[src/rtl/periph_req_watchdog.sv]
// Request/response watchdog between a core data port and the peripheral demux.
// Optional timeout statistics counter enabled by defining PERIPH_WDOG_STATS_EN.
module periph_req_watchdog #(
  parameter int unsigned ADDR_WIDTH     = 32,
  parameter int unsigned DATA_WIDTH     = 32,
  parameter int unsigned BE_WIDTH       = DATA_WIDTH / 8,
  parameter int unsigned TIMEOUT_CYCLES = 64,
  parameter int unsigned CNT_WIDTH      = $clog2(TIMEOUT_CYCLES)
) (
  input  logic                  clk,
  input  logic                  rst_i,
  // core side
  input  logic                  data_req_i,
  input  logic [ADDR_WIDTH-1:0] data_add_i,
  input  logic                  data_wen_i,
  input  logic [DATA_WIDTH-1:0] data_wdata_i,
  input  logic [BE_WIDTH-1:0]   data_be_i,
  output logic                  data_gnt_o,
  output logic                  data_r_valid_o,
  output logic [DATA_WIDTH-1:0] data_r_rdata_o,
  output logic                  data_r_opc_o,
  // demux side
  output logic                  data_req_o,
  output logic [ADDR_WIDTH-1:0] data_add_o,
  output logic                  data_wen_o,
  output logic [DATA_WIDTH-1:0] data_wdata_o,
  output logic [BE_WIDTH-1:0]   data_be_o,
  input  logic                  data_gnt_i,
  input  logic                  data_r_valid_i,
  input  logic [DATA_WIDTH-1:0] data_r_rdata_i,
  input  logic                  data_r_opc_i,
  // event / status
  output logic                  timeout_o,
  output logic [ADDR_WIDTH-1:0] err_add_o,
  output logic [15:0]           timeout_cnt_o
);

  typedef enum logic [2:0] {
    StIdle,
    StWaitGnt,
    StWaitResp,
    StErrResp,
    StDrain
  } state_e;

  typedef enum logic {
    OrigGnt,
    OrigResp
  } origin_e;

  localparam logic [CNT_WIDTH-1:0] CntMax = CNT_WIDTH'(TIMEOUT_CYCLES - 1);

  state_e                  state_q, state_d;
  origin_e                 origin_q, origin_d;
  logic [CNT_WIDTH-1:0]    cnt_q, cnt_d;
  logic [ADDR_WIDTH-1:0]   add_q, add_d;
  logic [ADDR_WIDTH-1:0]   err_add_q, err_add_d;
  logic                    cnt_hit;

  assign cnt_hit = (cnt_q == CntMax);

  // State register
  always_ff @(posedge clk or posedge rst_i) begin
    if (rst_i) begin
      state_q <= StIdle;
    end else begin
      state_q <= state_d;
    end
  end

  always_ff @(posedge clk or posedge rst_i) begin
    if (rst_i) begin
      origin_q  <= OrigGnt;
      cnt_q     <= '0;
      add_q     <= '0;
      err_add_q <= '0;
    end else begin
      origin_q  <= origin_d;
      cnt_q     <= cnt_d;
      add_q     <= add_d;
      err_add_q <= err_add_d;
    end
  end

  // Next-state logic
  always_comb begin
    state_d   = state_q;
    origin_d  = origin_q;
    cnt_d     = cnt_q;
    add_d     = add_q;
    err_add_d = err_add_q;

    unique case (state_q)
      StIdle: begin
        if (data_req_i) begin
          add_d   = data_add_i;
          cnt_d   = '0;
          state_d = data_gnt_i ? StWaitResp : StWaitGnt;
        end
      end

      StWaitGnt: begin
        if (data_req_i) begin
          add_d = data_add_i;
        end
        if (data_gnt_i) begin
          cnt_d   = '0;
          state_d = StWaitResp;
        end else if (cnt_hit) begin
          origin_d = OrigGnt;
          state_d  = StErrResp;
        end else begin
          cnt_d = cnt_q + 1'b1;
        end
      end

      StWaitResp: begin
        // A response on the last counted cycle still wins over the timeout.
        if (data_r_valid_i) begin
          state_d = StIdle;
        end else if (cnt_hit) begin
          origin_d = OrigResp;
          state_d  = StErrResp;
        end else begin
          cnt_d = cnt_q + 1'b1;
        end
      end

      StErrResp: begin
        err_add_d = add_q;
        if (origin_q == OrigGnt || data_r_valid_i) begin
          state_d = StIdle;
        end else begin
          cnt_d   = '0;
          state_d = StDrain;
        end
      end

      StDrain: begin
        // Swallow a late response so it can never answer a newer request.
        if (data_r_valid_i || cnt_hit) begin
          state_d = StIdle;
        end else begin
          cnt_d = cnt_q + 1'b1;
        end
      end

      default: begin
        state_d = StIdle;
      end
    endcase
  end

  // Output logic
  always_comb begin
    data_req_o     = 1'b0;
    data_gnt_o     = 1'b0;
    data_r_valid_o = 1'b0;
    data_r_rdata_o = '0;
    data_r_opc_o   = 1'b0;
    timeout_o      = 1'b0;
    data_add_o     = data_add_i;
    data_wen_o     = data_wen_i;
    data_wdata_o   = data_wdata_i;
    data_be_o      = data_be_i;

    unique case (state_q)
      StIdle: begin
        data_req_o = data_req_i;
        data_gnt_o = data_gnt_i;
      end

      StWaitGnt: begin
        if (!data_gnt_i && cnt_hit) begin
          // Fake grant: withdraw from the demux, release the core.
          data_gnt_o = 1'b1;
        end else begin
          data_req_o = data_req_i;
          data_gnt_o = data_gnt_i;
        end
      end

      StWaitResp: begin
        data_r_valid_o = data_r_valid_i;
        data_r_rdata_o = data_r_rdata_i;
        data_r_opc_o   = data_r_opc_i;
      end

      StErrResp: begin
        data_r_valid_o = 1'b1;
        data_r_opc_o   = 1'b1;
        timeout_o      = 1'b1;
      end

      StDrain: begin
      end

      default: begin
      end
    endcase

    // Combinational forwarding paths must also read zero while reset is held.
    if (rst_i) begin
      data_req_o     = 1'b0;
      data_gnt_o     = 1'b0;
      data_r_valid_o = 1'b0;
      data_r_rdata_o = '0;
      data_r_opc_o   = 1'b0;
      timeout_o      = 1'b0;
      data_add_o     = '0;
      data_wen_o     = 1'b0;
      data_wdata_o   = '0;
      data_be_o      = '0;
    end
  end

  assign err_add_o = err_add_q;

`ifdef PERIPH_WDOG_STATS_EN
  logic [15:0] timeout_cnt_q;

  always_ff @(posedge clk or posedge rst_i) begin
    if (rst_i) begin
      timeout_cnt_q <= '0;
    end else if (state_q == StErrResp && timeout_cnt_q != 16'hFFFF) begin
      timeout_cnt_q <= timeout_cnt_q + 16'd1;
    end
  end

  assign timeout_cnt_o = timeout_cnt_q;
`else
  assign timeout_cnt_o = '0;
`endif

endmodule

[config.mk]
export PLATFORM = sky130hd
export DESIGN_NAME = periph_req_watchdog
export DESIGN_NICKNAME = d
export VERILOG_FILES = /design/src/rtl/periph_req_watchdog.sv
export SDC_FILE = /design/constraint.sdc
export NUM_CORES = 1
export LEC_CHECK = 0
export CAP_MARGIN = 20
export CORE_MARGIN = 2
export CORE_UTILIZATION = 39
export DETAILED_ROUTE_END_ITERATION = 6
export PLACE_DENSITY = 0.95
export SETUP_SLACK_MARGIN = 0.5
export SYNTH_ARGS = -nofsm -noshare
export SYNTH_HDL_FRONTEND = slang
export SYNTH_SLANG_ARGS = --single-unit
[constraint.sdc]
create_clock -name clk -period 13.8 [get_ports clk]
set_clock_uncertainty 0.15 [all_clocks]
set_input_delay 2.76 -clock clk [delete_from_list [all_inputs] [get_ports clk]]
set_output_delay 2.76 -clock clk [all_outputs]
set_load 0.01 [all_outputs]
==> impl_results.md <==
* Status: finished clean
* Crit path cell chain: buf_2, buf_4, inv_2, nand2_1, nor2_2, and2_1, clkdlybuf4s50_1
* Ys flop type: dfrtp_1
* R2r setup slk at 11770 ps
* CP peak stage delay at 620 ps
* Synth Cell Area at 3976 µm²
* Global-route wire length before repair at 18740 µm
* Hold Path Depth at 1
* TritonCTS clock tree: yes
* Placed Area at 6415 µm²
* Dpl cells at 719
* CTS root buffer: clkbuf_8
* Port Buf Inserts at 244
* Synth cell count leaders: dfrtp_1, nor2b_1, mux2_2
* Post-synth EDFFs at 0
* CP Class: primary input to output port
* Post-DP HPWL at 9356 µm
* CP endpoint kind: output port
* Yosys warns at 0
* Cts hold-fix bufs at 0
* Fin nets at 705
* Synth top area share at 0.4657
* Slowest-stage cell, CP: nor2_2
* # IOs at 261
* Clk sinks at 74
* 1st-iter DRT viols at 118
* Post_cts resized at 0
* Finished Layout Cells at 734
* GR peak layer: met2
* Area grow syn2layout at 65.23%
* Setup TNS at 0 ps
* Cells after synthesis at 360
* WHS Endpoint: add_q[7]
* Max-slew violations at 0
* FF-to-FF path depth at 5
* Largest net degree at the start of global routing at 75
* Die Ht at 105.0 µm
* Wirelength, routed at 11920 µm
* # rows at 36
* Drt pass-1 iters at 4
* Worst path required time at 10890 ps
* Setup-failing EPs final at 0
* Met3 usage at 0.06238
* Total GRT Usage at 0.2151
* RSZ-0062 raised after global routing: false
* Initial antenna violation count at 0
* DR DRC count at 0
* Final Critical Period at 7732 ps
* Initial Util at 0.4049
* Die area at 11020 µm²
* N_diodes at 0
* VDD IR max at 0.09890 mV
* Worst Tran Pin Value at 931.9 ps
* Met2 Usage GRT at 0.4249
* Vias after detailed routing at 3529
* GP Congestion at 0.8496
* Multi-input logic area at 1924 µm²
* Number of vias per cell at 4.808
* Clock slew at reported path FFs at 70 ps
* CP max FO at 73
* Hold crit path type: flip-flop to flip-flop
* Post-synth ARST share at 1.000
* Wirelength per Cell at 16.24 µm
* Top-count cell post-synth: dfrtp_1
* #FFs+latches synth at 74
* Final Hold Vio Count at 0
* Mean Syn Cell Area at 11.05 µm²
* Share of cells above drive strength 1 at 0.1481
* Number of CTS-inserted buffers at 9
* Sequential cell area at 1852 µm²
* Seq/Total Area, Yosys at 0.4657
* Final ANT Viol Nets at 0
* Reg-to-Reg Start: state_q[0]
* Congestion Overflow GR at 0
* Tcrit/Tclk final at 0.5603
* Final Cell Area at 6570 µm²
* Leading area contributor after synthesis: dfrtp_1
* Hold Crit Start: add_q[7]
* Post-layout util at 0.6691
* Power Dens Cells at 147.5 nW/µm²
* Top cells by area, synth: dfrtp_1, mux2_2, nor2b_1
* CP arrival at 4820 ps
* Leakage power at 0.002664 µW
* Max-cap viol count at 0
* Final-layout fill cell count at 768
* Clk_lat worst skew at 340 ps
* Fin Hold WS at 338.7 ps
* CTS H-tree lvls at 3
* Vias in the first global route at 3744
* Clock Tree Buf Depth at 2
* End of the worst register-to-register path: cnt_q[2]
* GR met1 Demand/Resource at 0.2098
* Worst Setup Start Kind: primary input
* Core ar. at 9819 µm²
* Fmax at 0.1293 GHz
* Relative slew slack at 0.3788
* Post-CTS Setup Bufs at 0
* Die X-Extent at 105.0 µm
* Yosys cell types at 44
[per-stage QoR]
| stage | setup WS (ps) | power [µW] |
|---|---|---|
| 6_report | 6068 | 968.9 |
| 5_1_grt | 5841 | 1032 |
| 2_1_floorplan | 5470 | 613.4 |
| 3_5_place_dp | 5639 | 840.1 |
| 4_1_cts | 5645 | 982.9 |
| 3_3_place_gp | 5848 | 816.9 |
[cell type report]
type,count,share of cell area
sequential,74,0.2819
multi-input combinational,261,0.2929
clock buffer,12,0.02057
inverter,4,0.002285
timing repair buffer,247,0.3744
tap,133,0.02533
clock inverter,3,0.002666
[worst max-delay path: cells and delay by family]
| family | cells | cell delay [ps] |
|---|---|---|
| simple gates | 3 | 950 |
| buf+inv | 4 | 1070 |
[registers in the layout, indices dropped and copies added (netlist names)]
name and cells:
add_q 32, cnt_q 6, err_add_o 32, origin_q 1, state_q 3
[power by group]
part | internal [µW] | switching (µW)
combinational | 275 | 178
sequential | 318 | 59.3
clock | 63.9 | 75.0
[metal layers]
layer,wire [µm],part of all wire
met1,4188,0.35
met2,6675,0.56
met3,911,0.076
met4,146,0.012
met5,0,0
[worst max-delay path by stage]
stage / slack (ps) / cells after the start / startpoint / to
after floorplan: 5470 / 6 / rst_i / data_r_rdata_o[10]
after global placement: 5850 / 7 / rst_i / data_r_rdata_o[20]
after detailed placement: 5640 / 7 / rst_i / data_r_rdata_o[15]
after CTS: 5650 / 7 / rst_i / data_r_rdata_o[26]
after global routing: 5840 / 7 / rst_i / data_r_rdata_o[0]
final: 6070 / 7 / rst_i / data_r_rdata_o[26]
[kinds of logic after synthesis]
group | count (synthesis) | synth area share
compound gates | 35 | 0.06576
fa+ha+maj | 1 | 0.003146
buf+inv | 40 | 0.06513
flops | 74 | 0.4657
mux | 64 | 0.1812
other cells | 1 | 0.0009431
simple gates | 145 | 0.2181
[cell usage in the layout (no fill, tap or decap), types with 3 or more instances in the layout]
cell type	n
clkdlybuf4s50_1	243
dfrtp_1	74
nor2b_1	70
mux2_2	62
and2_1	33
conb_1	16
nor2_1	14
clkbuf_8	9
a21oi_1	8
nand2_1	7
and3_1	4
nand2b_1	4
inv_1	3
nor2_2	3
o21ai_0	3
clkbuf_1	3
buf_4	3
Power figures use the tool's default switching activity.
